$ cat src/rtl/vend_dispense_scheduler_if.sv
// vend_dispense_scheduler_if: pick/credit inputs plus dispense and coin handshakes of the scheduler
interface vend_dispense_scheduler_if;
  logic [3:0] bt_pick;
  logic [3:0] kb_pick;
  logic       cancel;
  logic [6:0] credit;
  logic       disp_ack;
  logic       coin_ack;
  logic [3:0] drink_sel;
  logic       disp_req;
  logic       coin_req;
  logic [1:0] coin_type;
  logic       busy;
  logic       done;
  logic       reject;
  logic       fault;
  logic [6:0] remaining;
  modport master (
    output bt_pick, kb_pick, cancel, credit, disp_ack, coin_ack,
    input  drink_sel, disp_req, coin_req, coin_type, busy, done, reject, fault, remaining
  );
  modport slave (
    input  bt_pick, kb_pick, cancel, credit, disp_ack, coin_ack,
    output drink_sel, disp_req, coin_req, coin_type, busy, done, reject, fault, remaining
  );
endinterface

$ cat src/rtl/vend_dispense_scheduler.sv
// vend_dispense_scheduler: arbitrates picks, checks credit, dispenses and pays greedy 50/10/5 change.
// Define VEND_SCHED_TIMEOUT_EN to abort a handshake with a fault pulse after TIMEOUT cycles without ack.
module vend_dispense_scheduler #(
  parameter int GAP_CYCLES = 4,
  parameter int TIMEOUT    = 1000
) (
  input logic clk,
  input logic rst,
  vend_dispense_scheduler_if.slave bus
);
  localparam int GW = $clog2(GAP_CYCLES + 1);
  typedef enum logic [2:0] {IDLE, EVAL, DISPENSE, CHANGE, GAP} state_t;
  state_t     state, state_nx;
  logic [3:0] sel_q, sel_nx;
  logic       ptr_q, ptr_nx;
  logic [6:0] rem_q, rem_nx;
  logic [GW-1:0] gap_q, gap_nx;
  logic       done_q, done_nx, reject_q, reject_nx;
  logic       bt_any, kb_any, use_kb, gap_last;
  logic [3:0] pick, grant;
  logic [6:0] price, coin_val;
  logic [1:0] coin_t;
  assign bt_any   = |bus.bt_pick;
  assign kb_any   = |bus.kb_pick;
  assign use_kb   = kb_any & (~bt_any | ptr_q);
  assign pick     = use_kb ? bus.kb_pick : bus.bt_pick;
  assign grant    = pick & (~pick + 4'd1);
  assign price    = sel_q[0] ? 7'd55 : sel_q[1] ? 7'd20 : sel_q[2] ? 7'd25 : 7'd30;
  assign coin_t   = rem_q >= 7'd50 ? 2'd2 : rem_q >= 7'd10 ? 2'd1 : 2'd0;
  assign coin_val = coin_t == 2'd2 ? 7'd50 : coin_t == 2'd1 ? 7'd10 : 7'd5;
  assign gap_last = gap_q == GW'(GAP_CYCLES - 1);
`ifdef VEND_SCHED_TIMEOUT_EN
  localparam int TW = $clog2(TIMEOUT + 1);
  logic [TW-1:0] tmo_q;
  logic          fault_q, fault_nx, timeout;
  assign timeout = tmo_q == TW'(TIMEOUT - 1);
  // Counts consecutive cycles a request has been waiting; clears whenever the state moves on.
  always_ff @(posedge clk or negedge rst)
    if (!rst) tmo_q <= '0;
    else tmo_q <= ((state == DISPENSE || state == CHANGE) && state_nx == state) ? tmo_q + 1'b1 : '0;
`endif
  always_ff @(posedge clk or negedge rst)
    if (!rst) begin
      state    <= IDLE;
      sel_q    <= '0;
      ptr_q    <= 1'b0;
      rem_q    <= '0;
      gap_q    <= '0;
      done_q   <= 1'b0;
      reject_q <= 1'b0;
`ifdef VEND_SCHED_TIMEOUT_EN
      fault_q  <= 1'b0;
`endif
    end else begin
      state    <= state_nx;
      sel_q    <= sel_nx;
      ptr_q    <= ptr_nx;
      rem_q    <= rem_nx;
      gap_q    <= gap_nx;
      done_q   <= done_nx;
      reject_q <= reject_nx;
`ifdef VEND_SCHED_TIMEOUT_EN
      fault_q  <= fault_nx;
`endif
    end
  always_comb begin
    state_nx  = state;
    sel_nx    = sel_q;
    ptr_nx    = ptr_q;
    rem_nx    = rem_q;
    gap_nx    = gap_q;
    done_nx   = 1'b0;
    reject_nx = 1'b0;
`ifdef VEND_SCHED_TIMEOUT_EN
    fault_nx  = 1'b0;
`endif
    case (state)
      IDLE:
        if (bus.cancel) begin
          rem_nx   = bus.credit;
          state_nx = bus.credit != 7'd0 ? CHANGE : IDLE;
          done_nx  = bus.credit == 7'd0;
        end else if (bt_any | kb_any) begin
          sel_nx   = grant;
          rem_nx   = '0;
          ptr_nx   = (bt_any & kb_any) ? ~ptr_q : ptr_q;
          state_nx = EVAL;
        end
      EVAL:
        if (bus.credit < price) begin
          reject_nx = 1'b1;
          state_nx  = IDLE;
        end else begin
          rem_nx   = bus.credit - price;
          state_nx = DISPENSE;
        end
      DISPENSE:
        if (bus.disp_ack) begin
          state_nx = rem_q != 7'd0 ? CHANGE : IDLE;
          done_nx  = rem_q == 7'd0;
        end
`ifdef VEND_SCHED_TIMEOUT_EN
        else if (timeout) begin
          fault_nx = 1'b1;
          state_nx = IDLE;
        end
`endif
      CHANGE:
        if (bus.coin_ack) begin
          rem_nx   = rem_q - coin_val;
          gap_nx   = '0;
          state_nx = GAP;
        end
`ifdef VEND_SCHED_TIMEOUT_EN
        else if (timeout) begin
          fault_nx = 1'b1;
          state_nx = IDLE;
        end
`endif
      GAP:
        if (!gap_last) gap_nx = gap_q + 1'b1;
        else if (rem_q >= 7'd5) state_nx = CHANGE;
        else begin
          rem_nx   = '0;
          done_nx  = 1'b1;
          state_nx = IDLE;
        end
      default: state_nx = IDLE;
    endcase
  end
  always_comb begin
    bus.busy      = state != IDLE;
    bus.disp_req  = state == DISPENSE;
    bus.coin_req  = state == CHANGE;
    bus.drink_sel = state == DISPENSE ? sel_q : 4'd0;
    bus.coin_type = state == CHANGE ? coin_t : 2'd0;
    bus.remaining = (state == EVAL || state == DISPENSE) ? 7'd0 : rem_q;
    bus.done      = done_q;
    bus.reject    = reject_q;
`ifdef VEND_SCHED_TIMEOUT_EN
    bus.fault     = fault_q;
`else
    bus.fault     = 1'b0;
`endif
  end
endmodule

$ cat src/flat_wrapper.sv
// flat-port wrapper written by rule: the top's interface ports become plain ports
module vend_dispense_scheduler_flat 
#(
  parameter int GAP_CYCLES = 4,
  parameter int TIMEOUT    = 1000
)
  (clk, rst, bus_bt_pick, bus_kb_pick, bus_cancel, bus_credit, bus_disp_ack, bus_coin_ack, bus_drink_sel, bus_disp_req, bus_coin_req, bus_coin_type, bus_busy, bus_done, bus_reject, bus_fault, bus_remaining);
  vend_dispense_scheduler_if bus_i ();
  input logic clk;
  input logic rst;
  input wire logic [$bits(bus_i.bt_pick)-1:0] bus_bt_pick;
  input wire logic [$bits(bus_i.kb_pick)-1:0] bus_kb_pick;
  input wire logic [$bits(bus_i.cancel)-1:0] bus_cancel;
  input wire logic [$bits(bus_i.credit)-1:0] bus_credit;
  input wire logic [$bits(bus_i.disp_ack)-1:0] bus_disp_ack;
  input wire logic [$bits(bus_i.coin_ack)-1:0] bus_coin_ack;
  output wire logic [$bits(bus_i.drink_sel)-1:0] bus_drink_sel;
  output wire logic [$bits(bus_i.disp_req)-1:0] bus_disp_req;
  output wire logic [$bits(bus_i.coin_req)-1:0] bus_coin_req;
  output wire logic [$bits(bus_i.coin_type)-1:0] bus_coin_type;
  output wire logic [$bits(bus_i.busy)-1:0] bus_busy;
  output wire logic [$bits(bus_i.done)-1:0] bus_done;
  output wire logic [$bits(bus_i.reject)-1:0] bus_reject;
  output wire logic [$bits(bus_i.fault)-1:0] bus_fault;
  output wire logic [$bits(bus_i.remaining)-1:0] bus_remaining;
  assign bus_i.bt_pick = bus_bt_pick;
  assign bus_i.kb_pick = bus_kb_pick;
  assign bus_i.cancel = bus_cancel;
  assign bus_i.credit = bus_credit;
  assign bus_i.disp_ack = bus_disp_ack;
  assign bus_i.coin_ack = bus_coin_ack;
  assign bus_drink_sel = bus_i.drink_sel;
  assign bus_disp_req = bus_i.disp_req;
  assign bus_coin_req = bus_i.coin_req;
  assign bus_coin_type = bus_i.coin_type;
  assign bus_busy = bus_i.busy;
  assign bus_done = bus_i.done;
  assign bus_reject = bus_i.reject;
  assign bus_fault = bus_i.fault;
  assign bus_remaining = bus_i.remaining;
  vend_dispense_scheduler #(.GAP_CYCLES(GAP_CYCLES), .TIMEOUT(TIMEOUT)) u_core (.clk(clk), .rst(rst), .bus(bus_i));
endmodule
$ cat config.mk
export PLATFORM = sky130hd
export DESIGN_NAME = vend_dispense_scheduler_flat
export DESIGN_NICKNAME = d
export VERILOG_FILES = /design/src/rtl/vend_dispense_scheduler_if.sv /design/src/rtl/vend_dispense_scheduler.sv /design/src/flat_wrapper.sv
export SDC_FILE = /design/constraint.sdc
export NUM_CORES = 1
export LEC_CHECK = 0
export BUFFER_PORTS_ARGS = -buffer_cell sky130_fd_sc_hd__buf_2
export CAP_MARGIN = 10
export CORE_MARGIN = 4
export CORE_UTILIZATION = 29
export DETAILED_ROUTE_END_ITERATION = 12
export MAX_ROUTING_LAYER = met4
export PLACE_DENSITY_LB_ADDON = 0.25
export SYNTH_ARGS = -nofsm -noshare
export SYNTH_HDL_FRONTEND = slang
export SYNTH_SLANG_ARGS = --single-unit
$ cat constraint.sdc
create_clock -name clk -period 4.4 [get_ports clk]
set_input_delay 0.44 -clock clk [delete_from_list [all_inputs] [get_ports clk]]
set_output_delay 0.44 -clock clk [all_outputs]
set_load 0.01 [all_outputs]
==> results of run 1 <==
## how the worst max path moves through the flow
| stage | from | end | cells past startpoint |
|---|---|---|---|
| after global placement | u_core.rem_q[2] | u_core.rem_q[5] | 8 |
| after floorplan | u_core.rem_q[2] | u_core.rem_q[5] | 9 |
| after detailed placement | u_core.rem_q[2] | u_core.rem_q[5] | 8 |
| after global routing | u_core.rem_q[2] | u_core.rem_q[5] | 8 |
| final | u_core.rem_q[2] | u_core.rem_q[5] | 8 |
| after CTS | u_core.rem_q[2] | u_core.rem_q[5] | 8 |
## Yosys cell counts (all sizes together) (3+ instances only)
master and n:
nor2 22, dfrtp 20, nand2 19, o21ai 18
inv 16, a21oi 12, ha 11, nor3 10
a31oi 7, and2 7, buf 7, nand3 7
nor4 7, nand2b 5, nor3b 5, a21boi 4
nor2b 4, o22ai 4, a221oi 3, mux2i 3
o211ai 3, o31ai 3, or4 3, xor2 3
## power by group through the flow
stage / clock (W) / combinational (W) / sequential [W]
2_1_floorplan: 0 / 0.00102 / 0.000326
3_3_place_gp: 0 / 0.00123 / 0.000391
3_5_place_dp: 0 / 0.00122 / 0.000394
4_1_cts: 0.000200 / 0.00122 / 0.000391
5_1_grt: 0.000209 / 0.00138 / 0.000411
6_report: 0.000195 / 0.00122 / 0.000394
## final cells by class
cell class	instances	area, sq um
Multi-Input combinational cell	190	1330
Clock buffer	3	41.3
Clock inverter	1	30.0
Sequential cell	20	500
Inverter	16	60.1
Fill cell	677	4210
Timing Repair Buffer	38	193
Tap cell	77	96.3
## sequential cells by signal, summed over array words and instances (netlist names)
| signal | count |
|---|---|
| u_core.bus.done | 1 |
| u_core.state | 3 |
| u_core.gap_q | 3 |
| u_core.ptr_q | 1 |
| u_core.rem_q | 7 |
| u_core.sel_q | 4 |
| u_core.bus.reject | 1 |
## placed cells by master (no fill, tap or decap), types with 5 or more instances in the layout
master	count
sky130_fd_sc_hd__o21ai_0	14
sky130_fd_sc_hd__nand2_1	17
sky130_fd_sc_hd__dfrtp_1	20
sky130_fd_sc_hd__nand3_1	7
sky130_fd_sc_hd__a31oi_1	7
sky130_fd_sc_hd__inv_1	16
sky130_fd_sc_hd__buf_2	37
sky130_fd_sc_hd__and2_1	7
sky130_fd_sc_hd__nor4_1	5
sky130_fd_sc_hd__nand2b_1	5
sky130_fd_sc_hd__ha_1	11
sky130_fd_sc_hd__a21oi_1	10
sky130_fd_sc_hd__nor3_1	9
sky130_fd_sc_hd__nor2_1	22
## through the flow
step / power [W] / hold WS, ns
6_report: 0.00181 / 0.134
5_1_grt: 0.00200 / 0.175
4_1_cts: 0.00182 / 0.156
3_5_place_dp: 0.00161 / 0.452
3_3_place_gp: 0.00162 / 0.447
2_1_floorplan: 0.00135 / 0.144
## cells by family (layout without fill, tap and decap cells)
| family | count (synthesis) | after routing |
|---|---|---|
| DFF | 20 | 20 |
| buffers and inverters | 25 | 58 |
| other | 1 | 1 |
| adders and majority gates | 13 | 13 |
| AOI/OAI and AO/OA | 71 | 71 |
| muxes | 4 | 4 |
| xor gates and xnor gates | 5 | 5 |
| and+or+nand+nor | 96 | 96 |
## layer usage
layer	GRT usage [%]	vias to the layer above	part of all wire, %	wire, um
met1	20.5	890	49	2670
met4	2.30	0	0.52	28
li1	-	938	-	-
met5	-	-	0	0
met2	21.8	41	46	2470
met3	1.09	2	4.5	242
## worst register-to-register path, cell delays in order (launching register included)
cell and delay [ns]:
sky130_fd_sc_hd__dfrtp_1 0.50, sky130_fd_sc_hd__or3_1 0.38, sky130_fd_sc_hd__a31oi_1 0.33, sky130_fd_sc_hd__nand2_1 0.13, sky130_fd_sc_hd__ha_1 0.38, sky130_fd_sc_hd__or4_1 0.55, sky130_fd_sc_hd__o311a_1 0.14, sky130_fd_sc_hd__a31oi_1 0.16
sky130_fd_sc_hd__a2bb2oi_1 0.19
==> results.txt, run 1 <==
- The run finished with clean final reports.
- Leak: 1.03 nW
- Layout cell share with drive strength beyond 1: ~22%
- Of all nets on the critical path, the largest fanout is 11.
- Synthesized-area fraction occupied by and/or/nand/nor cells: 27.9%
* Number of nets with antenna violations after routing: 0
* Total Routing Usage GR: 14.1%
* Post-detailed-placement cell area: approximately 2200 sq um
- Number of nets in the final layout: 302
- Antenna fix cells: 0
* Number of H-tree levels: 1
- Post-route insts no fill: 345
- Row Count: 29
* Critical path's top delay family: simple AND/OR/NAND/NOR gates
* IO Pins: 39
- Number of max-slew violations in the final report: 0
* Relative slew slack: between 40% and 50%
* Number of placed cells counting well taps: 341
- After layout, the worst path uses between 60 and 70% of the clock period.
* Setup-violating endpoint count in the final report: 0
- Setup slack at placement: 1.63 ns
- Detailed-routing iteration count for the pre-antenna-repair pass: 4
- Wire length per cell: 15.7 um
- Traced cell by cell, the critical path runs through or3_1 -> a31oi_1 -> nand2_1 -> ha_1 -> or4_1 -> o311a_1 -> a31oi_1 -> a2bb2oi_1.
- Across the run, the number of max-cap violations was 0.
* Pin slew with the least headroom to its limit: 0.890 ns
- The path class of the tightest hold or removal check is in2async.
- The number of hold violations in the final report is 0.
* Total Wirelength: about 5400 um
- Post-Syn Instances: 235
* Global route total overflow: 0
* Post-detailed-placement half-perimeter wirelength: 4180 um
- TritonCTS built the clock tree.
* Proportion of register bits with asynchronous set or reset after synthesis: 100%
- In this run the biggest area consumer among cell types represents 25.6% of the synthesized area.
- The worst path in the final design needs a cycle of around 2.8 ns, including I/O delays and setup.
- Across all register-to-register paths, the minimum setup slack is approximately 1.6 ns.
- Crit path required time: roughly 4.6 ns
- The number of global-route vias before repair came to 1853.
- Internal cell power: 0.000904 W
- Switching fraction of total power: 50.1%
* Cell types with the largest area share after synthesis: sky130_fd_sc_hd__dfrtp_1, sky130_fd_sc_hd__ha_1, sky130_fd_sc_hd__nor2_1, sky130_fd_sc_hd__o21ai_0, sky130_fd_sc_hd__nand2_1
- In this run the standard cell core region covers 6460 sq um.
- Setup total negative slack on the finished layout was measured at 0 ns.
- Number of cells upsized or downsized after cts: 0
- The worst setup path is captured at a register.
- Clock skew on the completed layout was measured at 0.00953 ns.
- The count of buffers added on input and output ports is 37.
* Reg2Reg Launch Point: u_core.rem_q[2]
- Setup bufs post-CTS: 0
- Using the TritonRoute via totals, the vias-per-cell ratio works out to 5.42.
- In this run, synthesis produced a sequential element count of 20.
- By instance count, the cell type seen most on the critical path is sky130_fd_sc_hd__a31oi_1.
- At the worst endpoint, the arrival time is 3.01 ns.
* Die X-Extent: about 90 um
* Clk network pwr share: 10.8%
* Die Y-Extent: 90.1 um
- Post-Synthesis Cell Area: 1960 sq um
* FF-to-FF End: u_core.rem_q[5]
- On the critical path, the stage with the largest delay is an instance of sky130_fd_sc_hd__or4_1.
- Post-route DRC violation count: 0
- Comb pwr share: 67.5%
- Type of origin of the critical path: register
- For the worst flop-to-flop path, the logic depth is 8.
* Initial core utilization: 30.3%
- Maximum number of pins on one net before global-route repair: 21
- Clock buffers created by TritonCTS: 3
* Post-synthesis adder-cell area fraction: 9.09%
* Post-synthesis average cell area: 8.32 sq um
* Max incr delay on CP: around 0.55 ns
- The cell sitting at the root of the clock tree is a sky130_fd_sc_hd__clkbuf_8.
- Seq/Total Area, Yosys: 25.6%
- Dividing total power by cell area gives a power density of 806 nW/um^2.
- Number of synthesized flops with an enable pin: 0
- Max clock buf depth: 2
- The routed layout has 1871 vias.
* Initial antenna violation count: 0
- sky130_fd_sc_hd__dfrtp_1 takes more of the synthesized area than any other cell.
* Buffers and inverters on the worst path: 0
- The die covers 8120 sq um.
- Skew-Pair Late Insertion Delay: between 0.2 and 0.3 ns
* Global-route wire length before repair: approximately 9400 um
- Layout-stage area growth over the synthesis result: 15.0%
- Initial DRC Count: around 150
* Mapped Nets: between 200 and 300
* Utilization after layout: 34.8%
* PnR worst setup slack: ~1.6 ns
- Static timing analysis puts the maximum clock frequency at 355 MHz.
* Sequential power share: 21.7%
* Combinational family with the most area after synthesis: simple AND/OR/NAND/NOR gates
- Clock-pin slew was measured on the worst setup and hold paths at 0.09 ns.
- Clock tree synthesis found a total of 20 sinks.
- Mux cell area share after synthesis: 2.11%
- The critical path is of the reg2reg type.
* Design area: 2250 sq um
- In this run, post-CTS hold repair placed 0 buffers.
- Summing the areas of all compound-gate instances in the mapped netlist gives 26.4% of the synthesized area.
- IR analysis of the VDD net gives a maximum drop of 0.000254 V.
- In this run the power spent charging and discharging nets is 0.000909 W.
- Routability-driven placement finished with a final weighted congestion of a little over 0.9.
- Setup repair after global routing left no endpoint under its margin.
* Number of warnings issued by yosys: 0
- Of the total synthesized cell area, the portion taken by XOR and XNOR cells is around 2.2%.
- The most used flip-flop cell after synthesis is sky130_fd_sc_hd__dfrtp_1.
* Yosys cell types: 63
No activity file was read; power rests on OpenSTA's default activity.
==> run 2, diff against run 1 <==
==> constraint.sdc (replaced) <==
create_clock -name clk -period 2.81 [get_ports clk]
set_input_delay 0.281 -clock clk [delete_from_list [all_inputs] [get_ports clk]]
set_output_delay 0.281 -clock clk [all_outputs]
set_load 0.01 [all_outputs]
==> results.txt, run 2 (synthesis gave the netlist of run 1 again) <==
- TritonCTS clock tree: done
- In this run the tool buffered the top-level ports with 37 buffer cells.
- The longest clock path from root to sink contains 2 buffers.
- Arrival time at the worst endpoint: 2.84 ns
- The first TritonRoute pass finished after 4 iterations.
- The run finished with clean final reports.
* Register containing the most flip-flops in the final layout: u_core.rem_q
- Relative slew slack: between 60% and 70%
- Multi-input gate area: 1330 sq um
- Cell Pwr Density: 1270 nW/um^2
* Layout cell share with drive strength beyond 1: 24.3%
- Placeable core region: 6460 sq um
- Most common library cell in the layout ignoring fill and taps: sky130_fd_sc_hd__buf_2
- Clock Skew: 0.00935 ns
* Setup-violating endpoint count in the final report: 0
- Global routing consumed, over all layers together, between 10 and 15% of the routing resources.
* Leak: 1.06 nW
- Most frequent cells in the layout: sky130_fd_sc_hd__buf_2, sky130_fd_sc_hd__nor2_1, sky130_fd_sc_hd__dfrtp_1
* Placer congestion estimate: about 0.9
- The register with the most flip-flops in the layout has 7 of them.
* Sum of internal, switching and leakage power: roughly 0.003 W
- Global routing finished with a remaining overflow of 0.
* Setup CP Type: reg2reg
- For the finished layout, the period the worst path requires is 2.64 ns.
- 0 antenna diodes ended up in the layout.
- Layout-stage area growth over the synthesis result: 18.2%
- The number of gates resized after CTS was 0.
* Worst voltage drop across the vdd grid: 0.000443 V
- Total of fill cells in the finished design: slightly above 700
* Type of origin of the critical path: register
* Via count of the first global-routing pass: 1891
- Source of the critical timing path: u_core.rem_q[2]
- Number of max-slew violations in the final report: 0
- Clock Root Buffer: sky130_fd_sc_hd__clkbuf_8
- In this run, CTS created clock tree buffers numbering 3.
- Number of nets with antenna violations after routing: 0
- Setup bufs post-CTS: 0
- Global-route wire length before repair: approximately 9500 um
- For the pin with the worst max-slew slack, the measured transition is 0.533 ns.
- At the later pin of the worst-skew pair, clock insertion delay measures ~0.27 ns.
- For this block, the initial DRC count from the detailed router was just over 100.
- Die Y-Extent: 90.1 um
- Number of nets in the final layout: 310
* IO Pins: 39
* Row Count: 29
- Setup repair after global routing left no endpoint under its margin.
* Fmax achieved: 379 MHz
- Initial antenna violation count: 0
- Clock-pin slew reported for the worst setup and hold paths after clock tree synthesis: approximately 0.090 ns
- Crit path required time: 3.01 ns
- Period Utilization, post-route: 94.0%
- Initial core utilization: between 30% and 40%
- Max incr delay on CP: approximately 0.55 ns
- In this run the horizontal extent of the chip is between 90 and 100 um.
* Reg2Reg Launch Point: u_core.rem_q[2]
* Via-to-Cell Ratio: 5.35
- In the routed design, unresolved DRC markers number 0.
* Hold/Removal Path Class: in2reg
* Total die area: 8120 sq um
- Entering global routing, the biggest net connects 21 pins.
* Endpoint class of the critical path: register
- Register area: between 500 and 600 sq um
- After clock tree synthesis, the flow added hold-fix buffers numbering 1.
- Total Wirelength: between 5000 and 6000 um
- The startpoint identified for the worst hold timing path is bus_coin_ack.
* Post-detailed-placement half-perimeter wirelength: 4430 um
- The tool flagged a number of max-cap violations equal to 0.
- For this design, the sink count on the clock tree is 20.
- In this design, the critical path's most frequently occurring cell is sky130_fd_sc_hd__a31oi_1.
- Via count of the routed design: 1890
* Final hold violations: 0
- On the critical path, the stage with the largest delay is an instance of sky130_fd_sc_hd__or4_1.
- In the final routed layout, each cell accounts on average for 15.9 um.
- Along the worst path, the maximum fanout reaches 7.
- CTS built an H-tree with a depth of 1.
- Largest registers in the final layout: u_core.rem_q (7), u_core.sel_q (4)
* Setup TNS after final layout: 0 ns
- The signal on the critical path passes through or3_1 -> a31oi_1 -> nand2_1 -> ha_1 -> or4_1 -> o311a_1 -> a31oi_1 -> a2bb2oi_1.
-- run 2: cell types whose count changed in the layout (fill, tap and decap cells not counted) --
| cell | before | now |
|---|---|---|
| sky130_fd_sc_hd__dlygate4sd3_1 | 0 | 1 |
| sky130_fd_sc_hd__buf_4 | 1 | 8 |
-- run 2: worst paths after layout --
check / to / slack, ns / cells past startpoint
setup / recovery: u_core.rem_q[5] / 0.17 / 8
hold / removal: u_core.state[0] / 0.27 / 2
setup reg to reg: u_core.rem_q[5] / 0.17 / 8
hold reg to reg: u_core.sel_q[3] / 0.48 / 2
max in group asynchronous: u_core.state[0] / 1.93 / 2
min in group asynchronous: u_core.rem_q[6] / 0.51 / 2
-- run 2: area by class of cell --
class / count / share of cell area, %
Inverter: 16 / 2.60
Clock buffer: 3 / 1.79
Clock inverter: 1 / 1.30
Timing Repair Buffer: 46 / 11.0
Sequential cell: 20 / 21.7
Multi-Input combinational cell: 190 / 57.4
Tap cell: 77 / 4.17
-- run 2: metal layers --
metal	up-vias	GRT usage [%]	part of all wire, %
met5	-	-	0
met4	0	3.32	0.82
met3	4	1.17	3.0
met2	38	23.2	47
met1	899	19.5	49
li1	949	-	-
-- run 2: worst max-delay path: cells and delay by family, from the launching register on --
family                   cells  cell delay, ns
AND/OR/NAND/NOR              3            1.01
adder cells (fa/ha/maj)      1            0.37
flip-flops                   1            0.46
AO/OA/AOI/OAI                4            0.73
-- run 2: per-stage QoR --
stage | hold slack (ns) | cells | utilization (%) | setup slack (ns) | cell area (sq um)
floorplan | -0.0146 | 235 | - | 0.201 | 1960
global placement | 0.290 | 348 | 34.5 | 0.294 | 2230
detailed placement | 0.292 | 348 | 34.5 | 0.226 | 2230
CTS | 0.257 | 353 | 35.8 | 0.201 | 2310
global route | 0.275 | 353 | 35.8 | 0.0378 | 2310
finish | 0.267 | 353 | 35.8 | 0.168 | 2310
-- run 2: power by group --
part	switching, W	total (W)	internal (W)
sequential	0.000179	0.000588	0.000410
combinational	0.00115	0.00204	0.000884
clock	0.000116	0.000306	0.000190
total	0.00145	0.00293	0.00148
